$ cat src/rtl/seg_pkg.sv
// rtl/seg_pkg.sv - segment constants and scan state type for the 7-segment scan controller
package seg_pkg;

  localparam logic [6:0] SEG_BLANK = 7'b0000000;

  // {a,b,c,d,e,f,g} patterns for BCD 0..9, active-high
  localparam logic [6:0] SEG_DIGIT [10] = '{
    7'b1111110, 7'b0110000, 7'b1101101, 7'b1111001, 7'b0110011,
    7'b1011011, 7'b1011111, 7'b1110000, 7'b1111111, 7'b1111011
  };

  typedef enum logic [1:0] {
    IDLE  = 2'd0,
    SCAN  = 2'd1,
    BLANK = 2'd2
  } scan_state_e;

endpackage

$ cat src/rtl/bcd7_dec.sv
// rtl/bcd7_dec.sv - combinational BCD to 7-segment decoder; non-BCD nibbles decode dark
module bcd7_dec
  import seg_pkg::*;
(
  input  logic [3:0] nib,
  output logic [6:0] seg
);

  always_comb begin
    seg = SEG_BLANK;
    case (nib)
      4'd0: seg = SEG_DIGIT[0];
      4'd1: seg = SEG_DIGIT[1];
      4'd2: seg = SEG_DIGIT[2];
      4'd3: seg = SEG_DIGIT[3];
      4'd4: seg = SEG_DIGIT[4];
      4'd5: seg = SEG_DIGIT[5];
      4'd6: seg = SEG_DIGIT[6];
      4'd7: seg = SEG_DIGIT[7];
      4'd8: seg = SEG_DIGIT[8];
      4'd9: seg = SEG_DIGIT[9];
      default: seg = SEG_BLANK;
    endcase
  end

endmodule

$ cat src/rtl/seg_scan_ctrl.sv
// rtl/seg_scan_ctrl.sv - N-digit multiplexed 7-segment scan controller with pending-load slot
// Optional leading-zero blanking when SEG_SCAN_LZB_EN is defined.
module seg_scan_ctrl
  import seg_pkg::*;
#(
  parameter int N_DIG     = 4,
  parameter int DWELL     = 1000,
  parameter int BLANK_CYC = 8
) (
  input  logic               clk,
  input  logic               rst_n,
  input  logic               en,
  input  logic               ld_valid,
  output logic               ld_ready,
  input  logic [4*N_DIG-1:0] ld_data,
  output logic [6:0]         seg,
  output logic [N_DIG-1:0]   dig_n,
  output logic               frame_done
);

  localparam int DW = ($clog2(DWELL + 1) > 1) ? $clog2(DWELL + 1) : 1;
  localparam int BW = ($clog2(BLANK_CYC + 1) > 1) ? $clog2(BLANK_CYC + 1) : 1;
  localparam int IW = $clog2(N_DIG);
  localparam logic [N_DIG-1:0] ONE_HOT0 = {{(N_DIG-1){1'b0}}, 1'b1};

  scan_state_e        state, nstate;
  logic [IW-1:0]      idx, nidx, idx_inc;
  logic [DW-1:0]      dcnt, ndcnt;
  logic [BW-1:0]      bcnt, nbcnt;
  logic [4*N_DIG-1:0] pend, disp, disp_nxt;
  logic               pend_full, transfer, nfd, lz;
  logic [6:0]         dec_seg;

  assign ld_ready = ~pend_full;
  assign idx_inc  = (idx == IW'(N_DIG - 1)) ? '0 : idx + 1'b1;
  assign transfer = pend_full && (frame_done || state == IDLE);
  // Outputs are registered from next-state values, so decode sees disp as it will be next cycle
  assign disp_nxt = transfer ? pend : disp;

  always_comb begin
    nstate = state;
    nidx   = idx;
    ndcnt  = dcnt;
    nbcnt  = bcnt;
    if (!en) begin
      nstate = IDLE;
      nidx   = '0;
      ndcnt  = '0;
      nbcnt  = '0;
    end else begin
      case (state)
        IDLE: begin
          nstate = SCAN;
          nidx   = '0;
          ndcnt  = '0;
        end
        SCAN: begin
          if (dcnt == DW'(DWELL - 1)) begin
            ndcnt = '0;
            if (BLANK_CYC == 0) begin
              nidx = idx_inc;
            end else begin
              nstate = BLANK;
              nbcnt  = '0;
            end
          end else begin
            ndcnt = dcnt + 1'b1;
          end
        end
        BLANK: begin
          if (bcnt == BW'(BLANK_CYC - 1)) begin
            nstate = SCAN;
            nidx   = idx_inc;
            nbcnt  = '0;
          end else begin
            nbcnt = bcnt + 1'b1;
          end
        end
        default: nstate = IDLE;
      endcase
    end
  end

  always_comb begin
    nfd = 1'b0;
    if (nidx == IW'(N_DIG - 1)) begin
      if (BLANK_CYC == 0) nfd = (nstate == SCAN) && (ndcnt == DW'(DWELL - 1));
      else                nfd = (nstate == BLANK) && (nbcnt == BW'(BLANK_CYC - 1));
    end
  end

`ifdef SEG_SCAN_LZB_EN
  assign lz = (nidx != '0) && ((disp_nxt >> {nidx, 2'b00}) == '0);
`else
  assign lz = 1'b0;
`endif

  bcd7_dec u_dec (
    .nib (disp_nxt[{nidx, 2'b00} +: 4]),
    .seg (dec_seg)
  );

  always_ff @(posedge clk or negedge rst_n) begin
    if (!rst_n) begin
      state      <= IDLE;
      idx        <= '0;
      dcnt       <= '0;
      bcnt       <= '0;
      pend       <= '0;
      disp       <= '0;
      pend_full  <= 1'b0;
      seg        <= SEG_BLANK;
      dig_n      <= '1;
      frame_done <= 1'b0;
    end else begin
      state      <= nstate;
      idx        <= nidx;
      dcnt       <= ndcnt;
      bcnt       <= nbcnt;
      frame_done <= nfd;
      dig_n      <= (nstate == SCAN) ? ~(ONE_HOT0 << nidx) : '1;
      seg        <= (nstate == SCAN && !lz) ? dec_seg : SEG_BLANK;
      if (transfer) begin
        disp      <= pend;
        pend_full <= 1'b0;
      end else if (ld_valid && !pend_full) begin
        pend      <= ld_data;
        pend_full <= 1'b1;
      end
    end
  end

endmodule

$ cat config.mk
export PLATFORM = sky130hd
export DESIGN_NAME = seg_scan_ctrl
export DESIGN_NICKNAME = d
export VERILOG_FILES = /design/src/rtl/seg_pkg.sv /design/src/rtl/bcd7_dec.sv /design/src/rtl/seg_scan_ctrl.sv
export SDC_FILE = /design/constraint.sdc
export NUM_CORES = 1
export LEC_CHECK = 0
export BUFFER_PORTS_ARGS = -buffer_cell sky130_fd_sc_hd__buf_2
export CORE_ASPECT_RATIO = 1.1
export CORE_MARGIN = 5
export CORE_UTILIZATION = 45
export CTS_CLUSTER_SIZE = 28
export DETAILED_ROUTE_END_ITERATION = 10
export GPL_TIMING_DRIVEN = 0
export PLACE_DENSITY = 0.75
export REMOVE_ABC_BUFFERS = 1
export SETUP_SLACK_MARGIN = 0.15
export SYNTH_ARGS = -nofsm -noshare
export SYNTH_HDL_FRONTEND = slang
export SYNTH_SLANG_ARGS = --single-unit
$ cat constraint.sdc
create_clock -name clk -period 2.7 [get_ports clk]
set_input_delay 0.405 -clock clk [delete_from_list [all_inputs] [get_ports clk]]
set_output_delay 0.405 -clock clk [all_outputs]
set_load 0.005 [all_outputs]
==> flow_metrics.tcl <==
set metrics [dict create \
    post-route-period-util_pct 94.0 \
    ys_ff_latch 63 \
    ir_worst_vdd_mv 0.446 \
    die_area_um2 8650 \
    die_w_um 89.1 \
    critPathArrivalTime_ns 2.79 \
    grt_pass1_vias 2211 \
    cts_tree "done" \
    track_usage_pct 14.4 \
    cp-start-kind "flop" \
    place_inst 375 \
    syn_inst 270 \
    grt_pass1_wl_mm 9.97 \
    drtAntennaViolNets 0 \
    slowest_delay_ns 0.36 \
    syn_area_per_cell_um2 11.5 \
    required_ns 2.95 \
    die_y_um 97.0 \
    area_growth_pct 20.4 \
    crit_chain "inv_1 -> ha_4 -> o21ai_4 -> buf_6 -> mux2_4 -> a21boi_1 -> o21ai_2 -> o221ai_4 -> inv_2 -> ha_2 -> inv_1 -> mux2_4 -> o32ai_2" \
    gp_congestion 0.836 \
    slew_violations 0 \
    cp-end-kind "flop" \
    drive_gt1_share_pct 37.3 \
    clock_latency_ns 0.34 \
    seq_area_frac_synth_pct 51.1 \
    antenna_found_initial 0 \
    relSlewSlack_pct 35.5 \
    drt-total-wl_mm 5.79 \
    powerDensity_nw_per_um2 772 \
    rsz0062_at_grt "true" \
    wl_per_cell_um 14.2 \
    ys_types 46 \
    synthesis.area_um2 3100 \
    fin_util_pct 56.3 \
    htreeDepth 3 \
    clockBufferDepth 2 \
    cts_sinks 63 \
    path_clk_slew_ns 0.07 \
    core.rowCount 31 \
    antennaDiodeCount 0 \
    yosys_warnings 0 \
    start_util_pct 46.7 \
    worst_path_dominant_cell_family "compound AO/OA/AOI/OAI gates" \
    hold_viol 0 \
    min_period_ns 2.54 \
    design.core.area_um2 6630 \
    crit_buf_inv 4 \
    overflow 0 \
    worstSetupPathType "flop to flop" \
    drtPass1Iterations 4 \
    worstPathMaxFanout 4 \
    setup_violations 0 \
    cts_buffers 9 \
    final_cells 409 \
    root_buffer "clkbuf_8" \
    hp-class "input pin to async pin" \
    final.setup.tns_ns 0 \
    drt_iter0_drc 117 \
    drc 0 \
    p_leak_nw 1.72 \
    worst-slew-pin-transition_ns 0.965 \
    vias_per_cell 5.40 \
    crit_path_top_delay_cell "dfrtp_1" \
    fin_skew_ns 0.00901 \
    outcome "finished, final reports clean" \
    fin_nets 354 \
    pin_count 33 \
    io_buffers 32 \
    drv_cap 0 \
    nFillCells 568 \
    dp_hpwl_mm 3.87 \
    grt_max_degree 64 \
    fmax_mhz 394 \
    route.vias.total 2208 \
]
[worst reg2reg max path, delay by kind of cell, from the launching register on]
family          cells  cell delay, ns
flops               1            0.36
buf+inv             4            0.39
compound gates      5            0.78
mux                 2            0.56
fa+ha+maj           2            0.35
[flip-flops by register name, summed over array words and instances, names as in the netlist, 2 cells and up]
signal and count:
bcnt 4, dcnt 10, dig_n 4, disp 16
idx 2, pend 16, seg 7, state 2
[cell type report]
type	instances	area (um2)	area share [%]
Sequential cell	63	1580	42.4
Multi-Input combinational cell	181	1500	40.2
Timing Repair Buffer	50	309	8.28
Clock buffer	9	124	3.32
Tap cell	82	103	2.75
Inverter	17	63.8	1.71
Clock inverter	7	50.0	1.34
[layout by cell type, fill, tap and decap left out, drive strengths merged, types with 2 or more instances in the layout]
cell / count
inv: 17
dfstp: 4
nand3b: 4
dfrtp: 59
or3: 3
and3: 5
o221a: 4
nand2: 13
o221ai: 2
clkinvlp: 3
mux2i: 9
a22oi: 2
nand4b: 5
mux2: 26
nor2b: 5
o21ai: 28
buf: 50
nand4: 2
a21boi: 10
o31ai: 4
clkbuf: 9
and2: 5
nor2: 12
nand2b: 2
xor2: 2
ha: 12
a32o: 2
nand3: 13
nor3: 2
clkinv: 4
[where the power goes]
group          leakage (nW)  internal, mW  switching [mW]
registers             0.786          1.17          0.0812
logic                 0.852         0.480           0.436
clock network        0.0812         0.331           0.379
total                  1.72          1.98           0.896
[metal layers]
layer	GRT usage (%)	wire length, um	vias to the layer above
li1	-	-	1084
met1	18.2	2580	1067
met2	23.1	2870	50
met3	2.89	271	7
met4	6.87	70	0
met5	0	0	-
[timing repair]
action | CTS | global route
setup endpoints to repair | 7 | 7
setup buffers | 11 | 7
gates cloned | 0 | 0
gates resized for setup | 16 | 12
pin swaps | 4 | 5
hold buffers | 0 | 0
[cell families (layout without fill, tap and decap cells)]
| kind of cell | after synthesis | count (layout) | share of synthesized area [%] |
|---|---|---|---|
| AO/OA/AOI/OAI | 58 | 58 | 13.5 |
| XOR/XNOR | 3 | 3 | 0.848 |
| adder cells (fa/ha/maj) | 12 | 12 | 4.85 |
| buffers and inverters | 26 | 83 | 3.80 |
| flip-flops | 63 | 63 | 51.1 |
| multiplexers | 35 | 35 | 13.1 |
| AND/OR/NAND/NOR | 73 | 73 | 12.8 |
[synthesized netlist by cell type (all sizes together)]
cell type,number,area (um2)
nand2b,2,12.5
nand2,13,48.8
nor2,12,45.0
dfstp,4,105
a21boi,10,75.1
o32ai,1,8.76
o31ai,4,30.0
mux2i,9,90.1
and4b,1,10.0
nor2b,5,31.3
o21a,1,7.51
inv,17,63.8
o311ai,1,16.3
nor3b,1,7.51
nand3b,4,30.0
clkbuf,4,15.0
nor3,2,10.0
or3,3,18.8
xor2,2,17.5
ha,12,150
o221a,4,45.0
a22oi,2,15.0
nand4b,5,43.8
buf,5,38.8
o21ai,28,151
nand4,2,12.5
o311a,1,10.0
a21o,1,7.51
mux2,26,315
xnor2,1,8.76
o41ai,1,8.76
nand3,13,65.1
a32o,2,20.0
dfrtp,59,1480
and3,5,31.3
and2,5,31.3
o221ai,2,23.8
[through the flow]
stage	worst slack [ns]	hold WS, ns	power [mW]	area (um2)
2_1_floorplan	-0.0193	0.109	1.81	3040
3_3_place_gp	-0.409	0.464	1.99	3310
3_5_place_dp	-0.411	0.475	2.02	3310
4_1_cts	0.158	0.275	2.84	3630
5_1_grt	0.0384	0.215	3.06	3730
6_report	0.161	0.139	2.88	3730
[path summary, 6_finish.rpt]
path / start / end / slack [ns] / depth (start not counted)
hold reg to reg: dcnt[9] / dcnt[9] / 0.50 / 1
min in group clk: ld_data[15] / pend[15] / 0.29 / 2
hold / removal: rst_n / dcnt[3] / 0.14 / 1
setup / recovery: state[1] / seg[2] / 0.16 / 13
max in group asynchronous: rst_n / disp[3] / 2.06 / 1
setup reg to reg: state[1] / seg[2] / 0.16 / 13
No activity file was read; power rests on OpenSTA's default activity.
